$ cat src/rtl/lift_row_seq_pkg.sv
// Shared constants, flag positions and FSM encoding for the 5/3 lifting row sequencer.
package lift_pkg;

    localparam int FLAG_PRED     = 0;
    localparam int FLAG_FWD      = 1;
    localparam int FLAG_LOSSLESS = 2;

    localparam int W_SAM_DEF = 9;
    localparam int W_RES_DEF = 10;

    // Clamp range for RAM words narrowed to the lift_step sample width.
    localparam int SAT_MAX = 255;
    localparam int SAT_MIN = -256;

    typedef enum logic [2:0] {
        IDLE,
        FETCH,
        LAST,
        ISSUE,
        WAIT,
        WRITE,
        DONE
    } state_t;

endpackage

$ cat src/rtl/lift_row_seq_addr_gen.sv
// Maps target index k and window slot (0 = left, 1 = centre, 2 = right) to a RAM
// address, mirroring symmetrically at both row ends.
module lift_addr_gen #(
    parameter int ROW_LEN = 8,
    parameter int ADDR_W  = 3
) (
    input  logic [ADDR_W-1:0] k,
    input  logic [1:0]        slot,
    output logic [ADDR_W-1:0] addr
);

    localparam logic [ADDR_W-1:0] K_LAST = ADDR_W'(ROW_LEN - 1);
    localparam logic [ADDR_W-1:0] K_MIRR = ADDR_W'(ROW_LEN - 2);

    always_comb begin
        addr = k;
        case (slot)
            2'd0:    addr = (k == '0) ? ADDR_W'(1) : k - ADDR_W'(1);
            2'd2:    addr = (k == K_LAST) ? K_MIRR : k + ADDR_W'(1);
            default: addr = k;
        endcase
    end

endmodule

$ cat src/rtl/lift_row_seq.sv
// Row sequencer for lift_step: fetches mirrored left/centre/right windows from the
// sample RAM, hands them to lift_step and writes results back, one pass per parity.
module lift_row_seq
    import lift_pkg::*;
#(
    parameter int ROW_LEN = 8,
    parameter int ADDR_W  = 3,
    parameter int W_SAM   = W_SAM_DEF,
    parameter int W_RES   = W_RES_DEF
) (
    input  logic              clk_i,
    input  logic              rst_n_i,
    input  logic              start_i,
    input  logic              fwd_i,
    output logic              busy_o,
    output logic              done_o,
    output logic              sat_o,
    output logic              rd_en_o,
    output logic [ADDR_W-1:0] rd_addr_o,
    input  logic [W_RES-1:0]  rd_data_i,
    output logic              wr_en_o,
    output logic [ADDR_W-1:0] wr_addr_o,
    output logic [W_RES-1:0]  wr_data_o,
    output logic [2:0]        flags_o,
    output logic              update_o,
    output logic [W_SAM-1:0]  left_o,
    output logic [W_SAM-1:0]  sam_o,
    output logic [W_SAM-1:0]  right_o,
    input  logic [W_RES-1:0]  res_i,
    input  logic              update_i
);

    localparam logic [ADDR_W:0]         LEN    = (ADDR_W + 1)'(ROW_LEN);
    localparam logic signed [W_RES-1:0] RES_HI = W_RES'(SAT_MAX);
    localparam logic signed [W_RES-1:0] RES_LO = W_RES'(SAT_MIN);
    localparam logic [W_SAM-1:0]        SAM_HI = W_SAM'(SAT_MAX);
    localparam logic [W_SAM-1:0]        SAM_LO = W_SAM'(SAT_MIN);

    state_t            state_q, state_d;
    logic [ADDR_W-1:0] k_q;
    logic [ADDR_W-1:0] addr;
    logic [1:0]        slot_q;
    logic              fwd_q, pred_q, second_q, sat_q;
    logic [W_SAM-1:0]  cap_l, cap_s;
    logic [W_RES-1:0]  res_q;
    logic              pass_end;
    logic              rd_hit;
    logic [W_SAM-1:0]  rd_sam;

    lift_addr_gen #(
        .ROW_LEN(ROW_LEN),
        .ADDR_W (ADDR_W)
    ) u_addr_gen (
        .k   (k_q),
        .slot(slot_q),
        .addr(addr)
    );

    assign pass_end = ({1'b0, k_q} + (ADDR_W + 1)'(2)) >= LEN;

    always_comb begin
        rd_hit = 1'b0;
        rd_sam = rd_data_i[W_SAM-1:0];
        if ($signed(rd_data_i) > RES_HI) begin
            rd_hit = 1'b1;
            rd_sam = SAM_HI;
        end else if ($signed(rd_data_i) < RES_LO) begin
            rd_hit = 1'b1;
            rd_sam = SAM_LO;
        end
    end

    always_comb begin
        state_d = state_q;
        case (state_q)
            IDLE:    if (start_i) state_d = FETCH;
            FETCH:   if (slot_q == 2'd2) state_d = LAST;
            LAST:    state_d = ISSUE;
            ISSUE:   state_d = WAIT;
            WAIT:    if (update_i) state_d = WRITE;
            WRITE:   state_d = (pass_end && second_q) ? DONE : FETCH;
            DONE:    state_d = IDLE;
            default: state_d = IDLE;
        endcase
    end

    always_ff @(posedge clk_i) begin
        if (!rst_n_i) begin
            state_q  <= IDLE;
            k_q      <= '0;
            slot_q   <= '0;
            fwd_q    <= 1'b0;
            pred_q   <= 1'b0;
            second_q <= 1'b0;
            sat_q    <= 1'b0;
            cap_l    <= '0;
            cap_s    <= '0;
            left_o   <= '0;
            sam_o    <= '0;
            right_o  <= '0;
            res_q    <= '0;
        end else begin
            state_q <= state_d;
            case (state_q)
                IDLE: if (start_i) begin
                    fwd_q    <= fwd_i;
                    pred_q   <= fwd_i;
                    second_q <= 1'b0;
                    sat_q    <= 1'b0;
                    slot_q   <= '0;
                    k_q      <= fwd_i ? ADDR_W'(1) : '0;
                end
                // RAM data lags the address by one cycle: slot 1 sees the left word, slot 2 the centre.
                FETCH: begin
                    slot_q <= (slot_q == 2'd2) ? 2'd0 : slot_q + 2'd1;
                    if (slot_q == 2'd1) cap_l <= rd_sam;
                    if (slot_q == 2'd2) cap_s <= rd_sam;
                    if (slot_q != 2'd0 && rd_hit) sat_q <= 1'b1;
                end
                LAST: begin
                    left_o  <= cap_l;
                    sam_o   <= cap_s;
                    right_o <= rd_sam;
                    if (rd_hit) sat_q <= 1'b1;
                end
                WAIT: if (update_i) res_q <= res_i;
                WRITE: begin
                    if (!pass_end) begin
                        k_q <= k_q + ADDR_W'(2);
                    end else if (!second_q) begin
                        second_q <= 1'b1;
                        pred_q   <= !pred_q;
                        k_q      <= pred_q ? '0 : ADDR_W'(1);
                    end
                end
                default: ;
            endcase
        end
    end

    always_comb begin
        busy_o    = (state_q != IDLE);
        done_o    = (state_q == DONE);
        rd_en_o   = (state_q == FETCH);
        rd_addr_o = (state_q == FETCH) ? addr : '0;
        wr_en_o   = (state_q == WRITE);
        wr_addr_o = (state_q == WRITE) ? k_q : '0;
        update_o  = (state_q == ISSUE);
        flags_o   = '0;
        if (state_q != IDLE) begin
            flags_o[FLAG_PRED]     = pred_q;
            flags_o[FLAG_FWD]      = fwd_q;
            flags_o[FLAG_LOSSLESS] = 1'b1;
        end
    end

    assign wr_data_o = res_q;
    assign sat_o     = sat_q;

endmodule

$ cat config.mk
export PLATFORM = sky130hd
export DESIGN_NAME = lift_row_seq
export DESIGN_NICKNAME = d
export VERILOG_FILES = /design/src/rtl/lift_row_seq_pkg.sv /design/src/rtl/lift_row_seq_addr_gen.sv /design/src/rtl/lift_row_seq.sv
export SDC_FILE = /design/constraint.sdc
export NUM_CORES = 1
export LEC_CHECK = 0
export BUFFER_PORTS_ARGS = -buffer_cell sky130_fd_sc_hd__buf_2
export CORE_UTILIZATION = 50
export DETAILED_ROUTE_END_ITERATION = 10
export GPL_TIMING_DRIVEN = 0
export MAX_ROUTING_LAYER = met4
export PLACE_DENSITY = 0.76
export SYNTH_ARGS = -nofsm -noshare
export SYNTH_HDL_FRONTEND = slang
export SYNTH_SLANG_ARGS = --single-unit
$ cat constraint.sdc
create_clock -name clk_i -period 2 [get_ports clk_i]
set_input_delay 0.4 -clock clk_i [delete_from_list [all_inputs] [get_ports clk_i]]
set_output_delay 0.4 -clock clk_i [all_outputs]
set_load 0.01 [all_outputs]
==> impl_metrics.yaml, run 1 <==
outcome:
  status: "finished with violations"
  violations: "negative setup slack"
floorplanning:
  io-pin-count: 77
  fp.dieH_um: 78.4
  dieWidth_um: 78.4
  dieArea_um2: 6140
  core_area_um2: 5570
  rows: 27
  initial_core_util_pct: 52.3
clock_network:
  htree_levels: 3
  cts_made_buffers: 9
  clkSinkCount: 67
  clock_latency_ps: 350
  cts_buffer_depth: 2
  cts_hold_buf: 0
  clk_pin_slew_ps: 70
  cts_tree: "built"
  cts-root-buf: "clkbuf_8"
place:
  place.gp.congestion: 0.858
  dp_slack_ps: 87.1
  dpl.hpwl_mm: 5.06
  io_buffers: 76
  dp.cells: 492
synth:
  async_reset_ff_share_pct: 0
  syn_inst: 344
  synth-compound-area-share_pct: 24.0
  ys_types: 49
  syn-cell-area_um2: 2920
  synth_area_per_cell_um2: 8.48
  yosysWarnings: 0
  synth_nets: 374
  synth_edf_count: 0
  seq_area_frac_synth_pct: 46.0
  synth_xor_area_share_pct: 0.600
  synth_top_family_by_area: "compound AO/OA/AOI/OAI gates"
  synth_mux_area_share_pct: 0.343
  synthAdderAreaFrac_pct: 2.14
  synthSimpleGateAreaFrac_pct: 19.5
  ys.flop_type: "dfxtp_1"
  synth_seq_cells: 67
power_and_ir_drop:
  powerDensity_nw_per_um2: 794
  leakage_uw: 0.00160
  peakVddDrop_mv: 0.503
setup_path:
  cp-end-kind: "output port"
  crit_type: "reg2out"
  required_ps: 1600
  critPathLaunch: "k_q[0]"
  critPathMaxFanout: 4
  regToRegStartpoint: "state_q[2]"
  arrival_ps: 1620
  cp-start-kind: "register"
timing:
  tightest_slew_ps: 580
  setup_viol: 2
  fin_worst_skew_ps: 8.60
  max-slew-margin-rel_pct: 60.3
  fin_crit_sh_pct: 101
  fmax_ghz: 0.495
  rsz0062_at_grt: "yes"
  fin_crit_ps: 2020
  slew_viol_final: 0
  fin_ws_ps: -22.2
  hold_viol: 0
  whs_ps: 294
layout:
  final_cell_mix: "84 x buf_2, 64 x nand2_1, 62 x a21oi_1, 62 x dfxtp_1, 25 x a211oi_1"
  fin_cells: 520
  area_growth_syn_to_layout_pct: 30.9
  drive_above_1_share_pct: 33.5
  final_common_cell: "buf_2"
  nFillCells: 459
  antenna_cells: 0
  final_nets: 473
global_routing:
  grt_overflow_total: 0
  grt_pass1_wl_mm: 11.7
  grt_max_degree: 20
  grt.total_usage_pct: 25.4
  antenna_found_initial: 0
  grt_pass1_vias: 2407
routing:
  wl_per_cell_um: 14.2
  via_per_inst: 5.35
  num_vias: 2783
  dr.pass1.iters: 6
  drt_iter0_markers: 160
  routed_wl_mm: 7.36
  ant_nets: 0
  drc_errors: 0
job:
  maxCapViolCount: 0
hold_path:
  min_from: "res_i[5]"
  min_path_type: "in2reg"
-- worst max-delay path: stages (launching register included) --
cell and delay, ps:
dfxtp_4 370, inv_4 60, ha_4 180, inv_1 50
ha_1 170, o311a_1 300, buf_2 140
-- per-stage QoR --
step	total power (uW)	instance area (um2)	setup TNS (ps)	util [%]
after global placement	1840	3390	0	60.8
after global routing	3160	3820	-237	68.5
after CTS	3030	3760	-29.4	67.4
after detailed placement	1850	3390	0	60.8
final	3030	3820	-26.0	68.5
after floorplan	1710	2920	0	-
-- Yosys cell counts, types with 3 or more instances --
cell type  count  area (um2)
or3_1          3        18.8
a211oi_1      26         195
buf_2          8        40.0
nand3_1        5        25.0
inv_1          7        26.3
and2_1         4        25.0
nor2_1        15        56.3
a2111oi_0      4        35.0
nand2b_1       4        25.0
a21oi_1       62         310
nand2_1       64         240
clkbuf_1      12        45.0
o21ai_0        4        20.0
buf_4          3        22.5
buf_6          6        67.6
dfxtp_1       67        1340
ha_1           5        62.6
nor2b_1        7        43.8
-- per-layer routing --
layer	wire [um]	track usage (%)	vias to the layer above
met5	0	-	-
met4	91	6.30	0
met3	448	7.79	9
met2	3320	37.6	99
met1	3500	33.9	1266
li1	-	-	1409
-- worst paths after layout --
kind,cells past startpoint,slack [ps],end
max reg2reg,7,120,right_o[5]
max,6,-20,rd_addr_o[2]
min,3,290,wr_data_o[5]
min reg2reg,2,450,left_o[5]
-- logic make-up (layout without fill, tap and decap cells) --
| group | count (synthesis) | count (layout) |
|---|---|---|
| xor gates and xnor gates | 2 | 2 |
| adders and majority gates | 5 | 5 |
| buffers and inverters | 40 | 144 |
| DFF | 67 | 67 |
| and+or+nand+nor | 117 | 117 |
| muxes | 1 | 1 |
| AOI/OAI and AO/OA | 112 | 112 |
-- cell type report --
cell class	instances	area (um2)	share of cell area (%)
multi-input cells	237	1450	37.9
flip-flops and latches	67	1360	35.5
repair buffers	92	500	13.1
plain buffers	27	178	4.65
clock buffers	10	138	3.60
well taps	72	90.1	2.36
clock inverters	6	63.8	1.67
inverters	9	46.3	1.21
-- report_power, final --
part,switching (uW),total [uW],internal (uW)
Clock,533,1140,609
Sequential,29.1,1400,1370
Combinational,272,488,216
-- sequential cells by signal, indices dropped and copies added, names as in the netlist --
name and flops:
wr_data_o 10, cap_l 9, cap_s 9, left_o 9, right_o 9, sam_o 9, k_q 3, state_q 3
slot_q 2, fwd_q 1, pred_q 1, sat_o 1, second_q 1
-- repair_timing --
action,4_1_cts,5_1_grt
pin swaps,5,3
gates cloned,0,0
buffers inserted,11,5
resized for setup,34,11
setup endpoints to repair,11,10
No activity file was read; power rests on OpenSTA's default activity.
==> run 2: changes to the inputs <==
--- a/config.mk
+++ b/config.mk
@@ -5,7 +5,7 @@
 export SDC_FILE = /design/constraint.sdc
 export NUM_CORES = 1
 export LEC_CHECK = 0
-export BUFFER_PORTS_ARGS = -buffer_cell sky130_fd_sc_hd__buf_2
+export BUFFER_PORTS_ARGS = -buffer_cell sky130_fd_sc_hd__clkbuf_2
 export CORE_UTILIZATION = 50
 export DETAILED_ROUTE_END_ITERATION = 10
 export GPL_TIMING_DRIVEN = 0
==> run 2 against run 1 <==
  * The flow still finishes with violations (negative setup slack)
  * Sequential power barely moved
  * Core utilization barely moved
  * Clock-buffer cell count did not move
  * Via count rose by 1.7%
  * Final cell count fell by 0.58%
  * Sequential share of layout area rose by 0.056 points
  * Sequential cell count did not move
  * First-iteration DRC count rose by 37%
  * Power rose by 1.9%
  * Hold slack got worse by 14 ps
  * Wire length rose by 2.9%
  * Critical path type unchanged
  * Largest cell class unchanged
  * Largest power group unchanged
  * Highest routed layer unchanged
==> impl_metrics.yaml, run 2 (synthesis results as in run 1) <==
outcome:
  status: "finished with violations"
  violations: "negative setup slack"
timing:
  setup_viol: 3
  fin_crit_sh_pct: 102
  fin_crit_ps: 2030
  max-slew-margin-rel_pct: 58.2
  slew_viol_final: 0
  fin_ws_ps: -33.0
  fin_worst_skew_ps: 9.13
  whs_ps: 281
  tightest_slew_ps: 619
  fmax_ghz: 0.492
  rsz0062_at_grt: "yes"
  hold_viol: 0
clock_network:
  clock_latency_ps: 340
  cts_tree: "built"
  cts_made_buffers: 9
  cts_hold_buf: 0
  clkSinkCount: 67
  clk_pin_slew_ps: 70
  htree_levels: 3
  cts_buffer_depth: 2
  cts-root-buf: "clkbuf_8"
floorplanning:
  core_area_um2: 5570
  io-pin-count: 77
  dieWidth_um: 78.4
  initial_core_util_pct: 52.3
  fp.dieH_um: 78.4
  rows: 27
  dieArea_um2: 6140
layout:
  largest_reg_flops: 10
  area_growth_syn_to_layout_pct: 30.8
  final_cell_mix: "73 x clkbuf_2, 64 x nand2_1, 61 x a21oi_1, 61 x dfxtp_1, 26 x a211oi_1"
  drive_above_1_share_pct: 33.3
  post-route-util_pct: 68.5
  antenna_cells: 0
  fin_area_um2: 3820
  final_common_cell: "clkbuf_2"
  final_nets: 471
  nFillCells: 468
setup_path:
  arrival_ps: 1630
  critPathLaunch: "k_q[0]"
  regToRegStartpoint: "state_q[1]"
  r2r_cells: 6
  crit_type: "reg2out"
  r2r_setup_slack_ps: 100
  crit_end: "rd_addr_o[2]"
  cp-end-kind: "output port"
  critPathMaxFanout: 4
  reg2reg_to: "cap_s[3]"
  cp-start-kind: "register"
  required_ps: 1600
job:
  maxCapViolCount: 0
hold_path:
  min_from: "res_i[7]"
  hold_depth: 3
  min_path_type: "in2reg"
routing:
  via_per_inst: 5.48
  wl_per_cell_um: 14.7
  num_vias: 2831
  drc_errors: 0
  drt_iter0_markers: 219
  routed_wl_mm: 7.58
  ant_nets: 0
  dr.pass1.iters: 5
power_and_ir_drop:
  peakVddDrop_mv: 0.457
  leakage_uw: 0.00156
  powerDensity_nw_per_um2: 810
  power_uw: 3090
place:
  dpl-instance-area_um2: 3390
  dp_slack_ps: -20.8
  dpl.hpwl_mm: 5.16
  place.gp.congestion: 0.865
  io_buffers: 76
global_routing:
  grt_pass1_vias: 2440
  grt_overflow_total: 0
  antenna_found_initial: 0
  grt_pass1_wl_mm: 12.0
  grt.total_usage_pct: 26.2
  grt_max_degree: 20
[run 2: changes by cell type in the layout (fill, tap and decap cells not counted), sizes merged]
cell,change
buf,-75
clkbuf,+73
bufinv,+1
inv,-1
clkinv,+1
clkinvlp,-2
[run 2: worst max-delay path: stages, from the launching register on]
cell and delay (ps):
dfxtp_4 370, inv_4 80, ha_4 180, inv_1 50, ha_1 170, o311a_1 310, clkbuf_2 140
[run 2: worst min-delay path by stage]
stage                    to
2_1_floorplan     left_o[8]
3_3_place_gp   wr_data_o[7]
3_5_place_dp      left_o[1]
4_1_cts        wr_data_o[0]
5_1_grt        wr_data_o[2]
6_report       wr_data_o[7]
[run 2: layer usage]
metal | GRT usage (%) | vias to the layer above | share of wire, %
li1 | - | 1400 | -
met1 | 35.0 | 1310 | 47
met2 | 37.9 | 111 | 45
met3 | 7.21 | 10 | 6.8
met4 | 9.07 | 0 | 1.1
met5 | - | - | 0
[run 2: final cells by class]
type                       instances  area [um2]  share of cell area, %
multi-input combinational        237        1450                   38.0
sequential                        67        1360                   35.5
timing repair buffer              90         485                   12.7
buffer                            27         178                   4.66
clock buffer                      10         128                   3.34
tap                               72        90.1                   2.36
clock inverter                     5        78.8                   2.07
inverter                           9        48.8                   1.28
[run 2: power breakdown]
group	switching, uW	total [uW]	internal, uW	leakage [uW]
clock network	505	1200	693	0.000106
registers	32.2	1410	1370	0.000545
logic	274	487	213	0.000909
[run 2: repair_timing]
item	CTS	global route
buffers inserted	8	6
cloned	0	0
resized for setup	39	14
setup endpoints to repair	12	10
pin swaps	5	6
[run 2: per-stage QoR]
step	TNS, ps	std cells
CTS	-72.2	511
global placement	0	492
finish	-59.5	517
floorplan	0	344
global route	-226	517
detailed placement	-20.8	492
